<file path="src/rtl/spi_cs_arbiter.sv">
// rtl/spi_cs_arbiter.sv - round-robin SPI bus and chip-select arbiter with CS setup/hold/idle timing
// Optional bus reclaim from a requester that holds it too long: SPI_CS_ARB_TIMEOUT_EN
`timescale 1ns/1ps
module spi_cs_arbiter #(
    parameter int NumReq        = 3,
    parameter int CsSetupCycles = 2,
    parameter int CsHoldCycles  = 2,
    parameter int CsIdleCycles  = 1,
    parameter int TimeoutCycles = 1024
) (
    input  logic                      clk_i,
    input  logic                      rst_i,
    input  logic [NumReq-1:0]         req_i,
    output logic [NumReq-1:0]         gnt_o,
    input  logic [NumReq-1:0]         req_sck_i,
    input  logic [NumReq-1:0]         req_copi_i,
    output logic [NumReq-1:0]         req_cipo_o,
    output logic                      sck_o,
    output logic                      copi_o,
    input  logic                      cipo_i,
    output logic [NumReq-1:0]         cs_no,
    output logic [$clog2(NumReq)-1:0] owner_o,
    output logic                      busy_o,
    output logic                      timeout_o
);
    localparam int OW    = $clog2(NumReq);
    localparam int MaxSh = (CsSetupCycles > CsHoldCycles) ? CsSetupCycles : CsHoldCycles;
    localparam int MaxPh = (MaxSh > CsIdleCycles) ? MaxSh : CsIdleCycles;
    localparam int PW    = $clog2(MaxPh + 1);

    localparam logic [2:0] S_IDLE  = 3'd0;
    localparam logic [2:0] S_SETUP = 3'd1;
    localparam logic [2:0] S_OWN   = 3'd2;
    localparam logic [2:0] S_HOLD  = 3'd3;
    localparam logic [2:0] S_GAP   = 3'd4;

    logic [2:0]        r_state, w_state_nxt;
    logic [OW-1:0]     r_owner, w_owner_nxt, r_rr_ptr, w_ptr_nxt;
    logic [OW-1:0]     w_winner, w_win_hi, w_win_lo;
    logic              w_found_hi, w_any, w_own_req, w_to_hit, w_cs_act;
    logic [PW-1:0]     r_phase;
    logic [NumReq-1:0] r_gnt, r_cs_n, w_elig, w_nxt_oh;

    assign w_any     = |w_elig;
    assign w_own_req = req_i[r_owner];

    // First eligible index at or above the pointer wins; otherwise the lowest one below it.
    always_comb begin
        w_found_hi = 1'b0;
        w_win_hi   = '0;
        w_win_lo   = '0;
        for (int k = NumReq - 1; k >= 0; k--) begin
            if (w_elig[k]) begin
                if (k >= int'(r_rr_ptr)) begin
                    w_found_hi = 1'b1;
                    w_win_hi   = OW'(k);
                end else begin
                    w_win_lo = OW'(k);
                end
            end
        end
        w_winner  = w_found_hi ? w_win_hi : w_win_lo;
        w_ptr_nxt = (w_winner == OW'(NumReq - 1)) ? '0 : w_winner + OW'(1);
    end

    always_comb begin
        w_state_nxt = r_state;
        w_owner_nxt = r_owner;
        case (r_state)
            S_IDLE: begin
                if (w_any) begin
                    w_state_nxt = S_SETUP;
                    w_owner_nxt = w_winner;
                end
            end
            S_SETUP: begin
                if (!w_own_req)                                w_state_nxt = S_HOLD;
                else if (r_phase == PW'(CsSetupCycles - 1))    w_state_nxt = S_OWN;
            end
            S_OWN: begin
                if (!w_own_req || w_to_hit)                    w_state_nxt = S_HOLD;
            end
            S_HOLD: begin
                if (r_phase == PW'(CsHoldCycles - 1))          w_state_nxt = S_GAP;
            end
            S_GAP: begin
                if (r_phase == PW'(CsIdleCycles - 1))          w_state_nxt = S_IDLE;
            end
            default: w_state_nxt = S_IDLE;
        endcase
    end

    assign w_nxt_oh = {{(NumReq-1){1'b0}}, 1'b1} << w_owner_nxt;
    assign w_cs_act = (w_state_nxt == S_SETUP) || (w_state_nxt == S_OWN) || (w_state_nxt == S_HOLD);

    always_ff @(posedge clk_i or posedge rst_i) begin
        if (rst_i) begin
            r_state  <= S_IDLE;
            r_owner  <= '0;
            r_rr_ptr <= '0;
            r_phase  <= '0;
            r_gnt    <= '0;
            r_cs_n   <= '1;
        end else begin
            r_state <= w_state_nxt;
            r_owner <= w_owner_nxt;
            if (r_state == S_IDLE && w_any) r_rr_ptr <= w_ptr_nxt;
            if (w_state_nxt != r_state || w_state_nxt == S_IDLE || w_state_nxt == S_OWN)
                r_phase <= '0;
            else
                r_phase <= r_phase + PW'(1);
            r_gnt  <= (w_state_nxt == S_OWN) ? w_nxt_oh : '0;
            r_cs_n <= w_cs_act ? ~w_nxt_oh : '1;
        end
    end

`ifdef SPI_CS_ARB_TIMEOUT_EN
    localparam int TW = $clog2(TimeoutCycles + 1);
    logic [TW-1:0]     r_to_cnt;
    logic              r_timeout, w_to_fire;
    logic [NumReq-1:0] r_inelig, w_own_oh;

    assign w_own_oh  = {{(NumReq-1){1'b0}}, 1'b1} << r_owner;
    assign w_to_hit  = (r_to_cnt == TW'(TimeoutCycles - 1));
    assign w_to_fire = (r_state == S_OWN) && w_own_req && w_to_hit;
    assign w_elig    = req_i & ~r_inelig;

    // A reclaimed requester stays locked out until it is seen with its request low.
    always_ff @(posedge clk_i or posedge rst_i) begin
        if (rst_i) begin
            r_to_cnt  <= '0;
            r_timeout <= 1'b0;
            r_inelig  <= '0;
        end else begin
            r_to_cnt  <= (r_state == S_OWN && w_state_nxt == S_OWN) ? r_to_cnt + TW'(1) : '0;
            r_timeout <= w_to_fire;
            r_inelig  <= (r_inelig & req_i) | (w_to_fire ? w_own_oh : '0);
        end
    end
    assign timeout_o = r_timeout;
`else
    assign w_to_hit  = 1'b0;
    assign w_elig    = req_i;
    assign timeout_o = 1'b0;
`endif

    assign gnt_o      = r_gnt;
    assign cs_no      = r_cs_n;
    assign owner_o    = r_owner;
    assign busy_o     = (r_state != S_IDLE);
    assign sck_o      = (r_state == S_OWN) & req_sck_i[r_owner];
    assign copi_o     = (r_state == S_OWN) & req_copi_i[r_owner];
    assign req_cipo_o = r_gnt & {NumReq{cipo_i}};
endmodule

</file>
<file path="config.mk">
export PLATFORM = sky130hd
export DESIGN_NAME = spi_cs_arbiter
export DESIGN_NICKNAME = d
export VERILOG_FILES = /design/src/rtl/spi_cs_arbiter.sv
export SDC_FILE = /design/constraint.sdc
export NUM_CORES = 1
export LEC_CHECK = 0
export BUFFER_PORTS_ARGS = -buffer_cell sky130_fd_sc_hd__buf_2
export CAP_MARGIN = 20
export CORE_UTILIZATION = 30
export CTS_CLUSTER_DIAMETER = 40
export DETAILED_ROUTE_END_ITERATION = 16
export GPL_ROUTABILITY_DRIVEN = 0
export PLACE_DENSITY = 0.61
export SETUP_SLACK_MARGIN = 0.2
export SYNTH_ARGS = -nofsm -noshare
export SYNTH_HDL_FRONTEND = slang
export SYNTH_SLANG_ARGS = --single-unit
</file>
<file path="constraint.sdc">
create_clock -name clk_i -period 2 [get_ports clk_i]
set_input_delay 0.3 -clock clk_i [delete_from_list [all_inputs] [get_ports clk_i]]
set_output_delay 0.3 -clock clk_i [all_outputs]
set_load 0.01 [all_outputs]
</file>
# [Word-level counts from Yosys, hierarchy flattened]
# Cells that the tools add are included.
[totals] regBits=15 latch_bits=0 ramBits=0 romBits=0 inputBits=12 output_inout_bits=15 word_cells=75 mem_count=0
[op_classes] addsub=2 multipliers=0 div=0 magnitude_cmp=4 eq_ne=10 n_shift=1 muxes=38 n_bitwise=4 reduce_logical=10
[ops] operator="two-way mux 2 bit" count=17
[ops] operator="two-way mux 3 bit" count=8
[ops] operator="one-hot mux 3 bit (5 select lines)" count=1
[ops] operator="== test 3 x 2 -> 1 bit, second input constant" count=4
[ops] operator="two-way mux 1 bit" count=9
[ops] operator="binary-select mux 1 bit (select 2 bit)" count=3
[ops] operator="== test 3 x 1 -> 1 bit, second input constant" count=2
[ops] operator="zero test 3 bit" count=2
[ops] operator="adder 2 x 1 -> 2 bit, second input constant" count=2
[ops] operator=">= comparator 1 x 2 -> 1 bit, first input constant" count=2
[ops] operator="logical OR 1 bit" count=4
[ops] operator="bitwise AND 3 bit" count=1
[ops] operator="== test 3 bit, second input constant" count=1
[ops] operator="less-than comparator 2 x 3 -> 1 bit, second input constant" count=1
[ops] operator="!= test 3 bit" count=1
[ops] operator="NOT 3 bit" count=1
[ops] operator="nonzero test 3 bit" count=1
[ops] operator="OR reduction 3 bit" count=1
[ops] operator="left shift 1 x 2 -> 3 bit, first input constant" count=1
[ops] operator="bitwise AND 1 bit" count=2
[ops] operator="== test 2 x 1 -> 1 bit, second input constant" count=1
[ops] operator="== test 2 bit, second input constant" count=1
[ops] operator=">= comparator 2 bit, first input constant" count=1
[ops] operator="zero test 2 bit" count=1
[ops] operator="logical AND 1 bit" count=1

# [Depth between registers and ports, before layout]
[depth] depth_word=13 mapped_depth=7 mapped_depth_nobuf=7

# [Worst setup path after synthesis]
# Ideal clock, no wire load.
[synth_timing] path_type="reg-to-reg" startpoint="register r_phase[0]" endpoint="register r_gnt[1], in the netlist gnt_o[1]" setup_time_ns=0.066 t_arrival_ns=1.574 t_required_ns=1.934 path_slack_ns=0.360 path_stages_with_launch=7 n_path_buf=0 synth_period_minus_slack_ns=1.640 path_cell_list="dfrtp_1 -> ha_1 -> and3_1 -> a211o_1 -> a31oi_4 -> o2111a_2 -> and3_1"
[synth_via] elab_chain_cells=6 elab_cells_between_ends=9 cone_classes="2 x eq/ne; 6 x mux; 1 x reduce/logical"
[synth_lines] item="from (decl)" line="41" text="logic [PW-1:0] r_phase;"
[synth_lines] item="from (signal assigned)" line="111" text="r_phase <= r_phase + PW'(1);"
[synth_lines] item="== test 2 x 1 -> 1 bit" line="78, 84"
[synth_lines] item="two-way mux 3 bit" line="78" text="else if (r_phase == PW'(CsSetupCycles - 1)) w_state_nxt = S_OWN;"
[synth_lines] item="two-way mux 3 bit" line="77" text="if (!w_own_req) w_state_nxt = S_HOLD;"
[synth_lines] item="one-hot mux 3 bit (5 select lines) (*)" line="69" text="case (r_state)"
[synth_lines] item="via w_state_nxt[1]" line="37" text="logic [2:0] r_state, w_state_nxt;"
[synth_lines] item="== test 3 x 2 -> 1 bit (*)" line="112" text="r_gnt <= (w_state_nxt == S_OWN) ? w_nxt_oh : '0;"
[synth_lines] item="two-way mux 3 bit (*)" line="112"
[synth_lines] item="to (signal assigned)" line="112"
[synth_lines] item="to (decl)" line="42" text="logic [NumReq-1:0] r_gnt, r_cs_n, w_elig, w_nxt_oh;"
# The timed path passes the listed nets; every way through them passes the cells marked *.
# A chain may end at the register's enable or synchronous reset.

# [Worst setup path in the final report]
[layout_timing] startpoint="register r_state[1]" endpoint="register r_gnt[0], in the netlist gnt_o[0]"
[layout_via] elab_chain_cells=5 elab_cells_between_ends=16 cone_classes="5 x eq/ne; 1 x shift; 9 x mux; 1 x reduce/logical"
[layout_lines] item="from (decl)" line="37"
[layout_lines] item="from (signal assigned)" line="105" text="r_state <= w_state_nxt;"
[layout_lines] item="two-way mux 3 bit" line="78"
[layout_lines] item="two-way mux 3 bit" line="77"
[layout_lines] item="one-hot mux 3 bit (5 select lines) (*)" line="69"
[layout_lines] item="via w_state_nxt[1]" line="37"
[layout_lines] item="== test 3 x 2 -> 1 bit (*)" line="112"
[layout_lines] item="two-way mux 3 bit (*)" line="112"
# Marks and branches as above.

==> results by group <==
Status
  – Result of the run: completed

Synth
  – Synthesized Nets: 116
  – Flop and latch count out of synthesis: 15
  – Number of library cell types mapped by synthesis: 39
  – Arithmetic-cell share of the synthesized area counting full adders, half adders and majority gates: 2.56%
  – Average cell area after synthesis: 9.58 um^2
  – Count of mapped cells out of synthesis: 102
  – Sequential-to-total area share from yosys stat: 38.8%
  – Area of the mapped netlist: 977 um^2
  – Simple-gate share of the synthesized area: 23.3%
  – Top flip-flop cell by instance count after synthesis: dfrtp_1
  – Post-synthesis compound-gate area fraction: 18.8%
  – Number of enable flip-flop cells after synthesis: 0
  – Post-synthesis xor/xnor area fraction: 0.896%
  – Largest family of logic cells by synthesized area: simple AND/OR/NAND/NOR gates
  – FFs w/ async S/R, synth: 100%
  – Multiplexer fraction of the synthesized cell area: 5.38%
  – Syn. warnings: 0

Clocking
  – TritonCTS Buffers: 3
  – Master cell of the clock root buffer: clkbuf_4
  – Post-CTS Hold Fix Bufs: 0
  – CTS clock-pin slew for the worst setup and hold paths: 0.09 ns
  – Skew-Pair Late Insertion Delay: 0.28 ns
  – H-tree levels: 1
  – TritonCTS clock tree: done
  – Sinks on the clock net: 15
  – Buffer levels on the longest clock path: 2

Floorplanning
  – Floorplan core area: 0.00308 mm^2
  – IO Count: 27
  – Initial cell density of the core: 31.7%
  – Number of standard-cell rows in the floorplan: 20
  – DIE WIDTH: 59.1 um
  – Overall die height: 59.1 um
  – DIE AREA: 0.00349 mm^2

Detailed routing
  – Drc violations: 0
  – Mean number of vias per cell: 4.66
  – Count of antenna-violating nets left after detailed routing: 0
  – TritonRoute pass-1 iters: 4
  – Post-DR wirelength/cell: 11.8 um
  – Total wirelength of the detailed-routed design: 2080 um
  – Number of vias after detailed routing: 824
  – Number of DRC violations after detailed-routing iteration 0: 23

STA
  – Number of max-slew violations in the final report: 0
  – Count of endpoints failing hold in the final timing report: 0
  – Final number of setup-violating endpoints: 0
  – Fin Setup TNS: 0 ns
  – Max_slew headroom: 61.9%
  – Post-route clock period utilization: 87.9%
  – F_max: 569 MHz
  – Worst-Margin Slew: 0.570 ns
  – Worst Hold Margin: 0.0585 ns
  – Setup repair after global routing missed its margin: true
  – Final setup skew: 0.00405 ns
  – Period minus WS final: 1.76 ns

Final layout
  – Most common cell after layout, fill and taps aside: buf_2
  – Design area: 0.00122 mm^2
  – Multi-input logic area: 523 um^2
  – Leading cell types in the layout, fill and taps excluded: buf_2 (25), nand2_1 (11), inv_1 (8), dfrtp_1 (8), buf_4 (7)
  – Share of cells above drive strength 1: 41.4%
  – Sequential cell area: 384 um^2
  – Number of filler instances in the final layout: 309
  – Final layout net count: 148
  – Post-synthesis to final-layout area growth: 25.1%
  – Ant. Diodes: 0

Power and ir drop
  – Maximum vdd ir drop: 0.000673 V
  – Leakage power total: 0.593 nW
  – Pwr dens: 1540 mW/mm^2

Critical path
  – Arrival time worst endpoint: 1.94 ns
  – Critical path class: reg2reg
  – Kind of launch point of the worst setup path: flip-flop
  – Critical Path RT: 2.19 ns
  – Critical path, cell by cell: buf_4 -> and3_1 -> a211o_1 -> a31oi_4 -> o2111ai_1 -> nor3_1
  – Largest fanout on the critical path: 6
  – Delay of the slowest cell on the worst path: 0.46 ns
  – Max stage delay cell, worst path: dfrtp_2
  – Worst Setup End Kind: flip-flop

Flow run
  – Count of maximum capacitance violations: 0

GRT
  – Total global routing overflow: 0
  – Maximum number of pins on one net before global-route repair: 16
  – Number of global-route vias before repair: 754
  – GRT Util Overall: 13.0%
  – Wire length of the first global-routing pass: 3370 um
  – Initial antenna violation count: 0

Placed design
  – Count of input and output buffers: 25
  – Cell area after placement: 0.00112 mm^2
  – Hpwl dp: 1530 um

Hold path
  – Kind of path behind the tightest hold check: in2async
[metal layers]
metal | track usage (%) | wire (um) | share of wire (%)
met1 | 15.9 | 890 | 43
met2 | 22.7 | 1140 | 55
met3 | 3.93 | 53 | 2.5
met4 | 2.04 | 0 | 0
met5 | 0 | 0 | 0
[where the power goes]
part           switching [mW]  total [mW]  internal, mW
logic                   0.583        1.13         0.543
registers               0.137       0.586         0.449
clock network          0.0968       0.174        0.0773
[logic make-up (layout without fill, tap and decap cells)]
kind of cell	Yosys count	in the layout
and+or+nand+nor	41	41
AOI/OAI and AO/OA	22	22
buffers and inverters	16	47
DFF	15	15
muxes	4	4
adders and majority gates	2	2
other	1	1
xor gates and xnor gates	1	1
[cell type report]
type / count / area share (%)
Multi-Input combinational cell: 71 / 42.8
Sequential cell: 15 / 31.4
Timing Repair Buffer: 34 / 16.4
Tap cell: 44 / 4.50
Inverter: 9 / 2.76
Clock buffer: 4 / 2.15
[worst max-delay path, delay by kind of cell (launching register included)]
family	cells	cell delay (ns)
compound gates	3	0.65
simple gates	2	0.39
buf+inv	1	0.16
flops	1	0.46
[cells in the mapped netlist, types with 2 or more instances]
library cell	number	area (um^2)
nor2b_1	3	18.8
nor3_1	5	25.0
a21oi_1	2	10.0
a211o_1	2	17.5
buf_2	2	10.0
and2_1	3	18.8
nand2_1	11	41.3
nand2b_1	3	18.8
dfstp_2	3	78.8
o2111ai_1	2	17.5
o22ai_1	2	12.5
inv_1	8	30.0
and3_1	2	12.5
buf_6	4	45.0
o21ai_0	4	20.0
a21o_1	2	15.0
a221o_1	2	20.0
ha_1	2	25.0
nor2_1	6	22.5
nand3b_1	2	15.0
dfrtp_1	12	300
mux2i_1	3	30.0
[flip-flops by register name (all words and copies together), names as in the netlist]
name and count:
cs_no 3, gnt_o 3, owner_o 2, r_phase 2
r_rr_ptr 2, r_state 3
[final timing paths]
path / from / to / slack, ns / cells past startpoint
setup reg to reg: r_state[1]$_DFF_PP0_ / gnt_o[0]$_DFF_PP0_ / 0.24 / 6
max in group asynchronous: rst_i / owner_o[0]$_DFF_PP0_ / 1.53 / 2
min in group clk_i: req_i[2] / r_state[0]$_DFF_PP0_ / 0.39 / 3
hold reg to reg: r_phase[0]$_DFF_PP0_ / r_phase[0]$_DFF_PP0_ / 0.49 / 1
hold / removal: rst_i / r_phase[0]$_DFF_PP0_ / 0.06 / 2
setup / recovery: r_state[1]$_DFF_PP0_ / gnt_o[0]$_DFF_PP0_ / 0.24 / 6
[metrics by stage]
stage	cells	util (%)	setup slack, ns	power, mW
6_report	177	39.7	0.242	1.89
5_1_grt	177	39.7	0.131	2.05
4_1_cts	171	37.3	0.192	1.76
3_5_place_dp	167	36.3	0.129	1.57
3_3_place_gp	167	36.3	0.167	1.56
2_1_floorplan	102	-	0.360	1.39
[repair_timing]
item / 4_1_cts / 5_1_grt
resized for setup: 3 / 7
setup buffers: 0 / 6
pin swaps: 1 / 3
endpoints found under the setup margin: 6 / 7
Power figures use the tool's default switching activity.
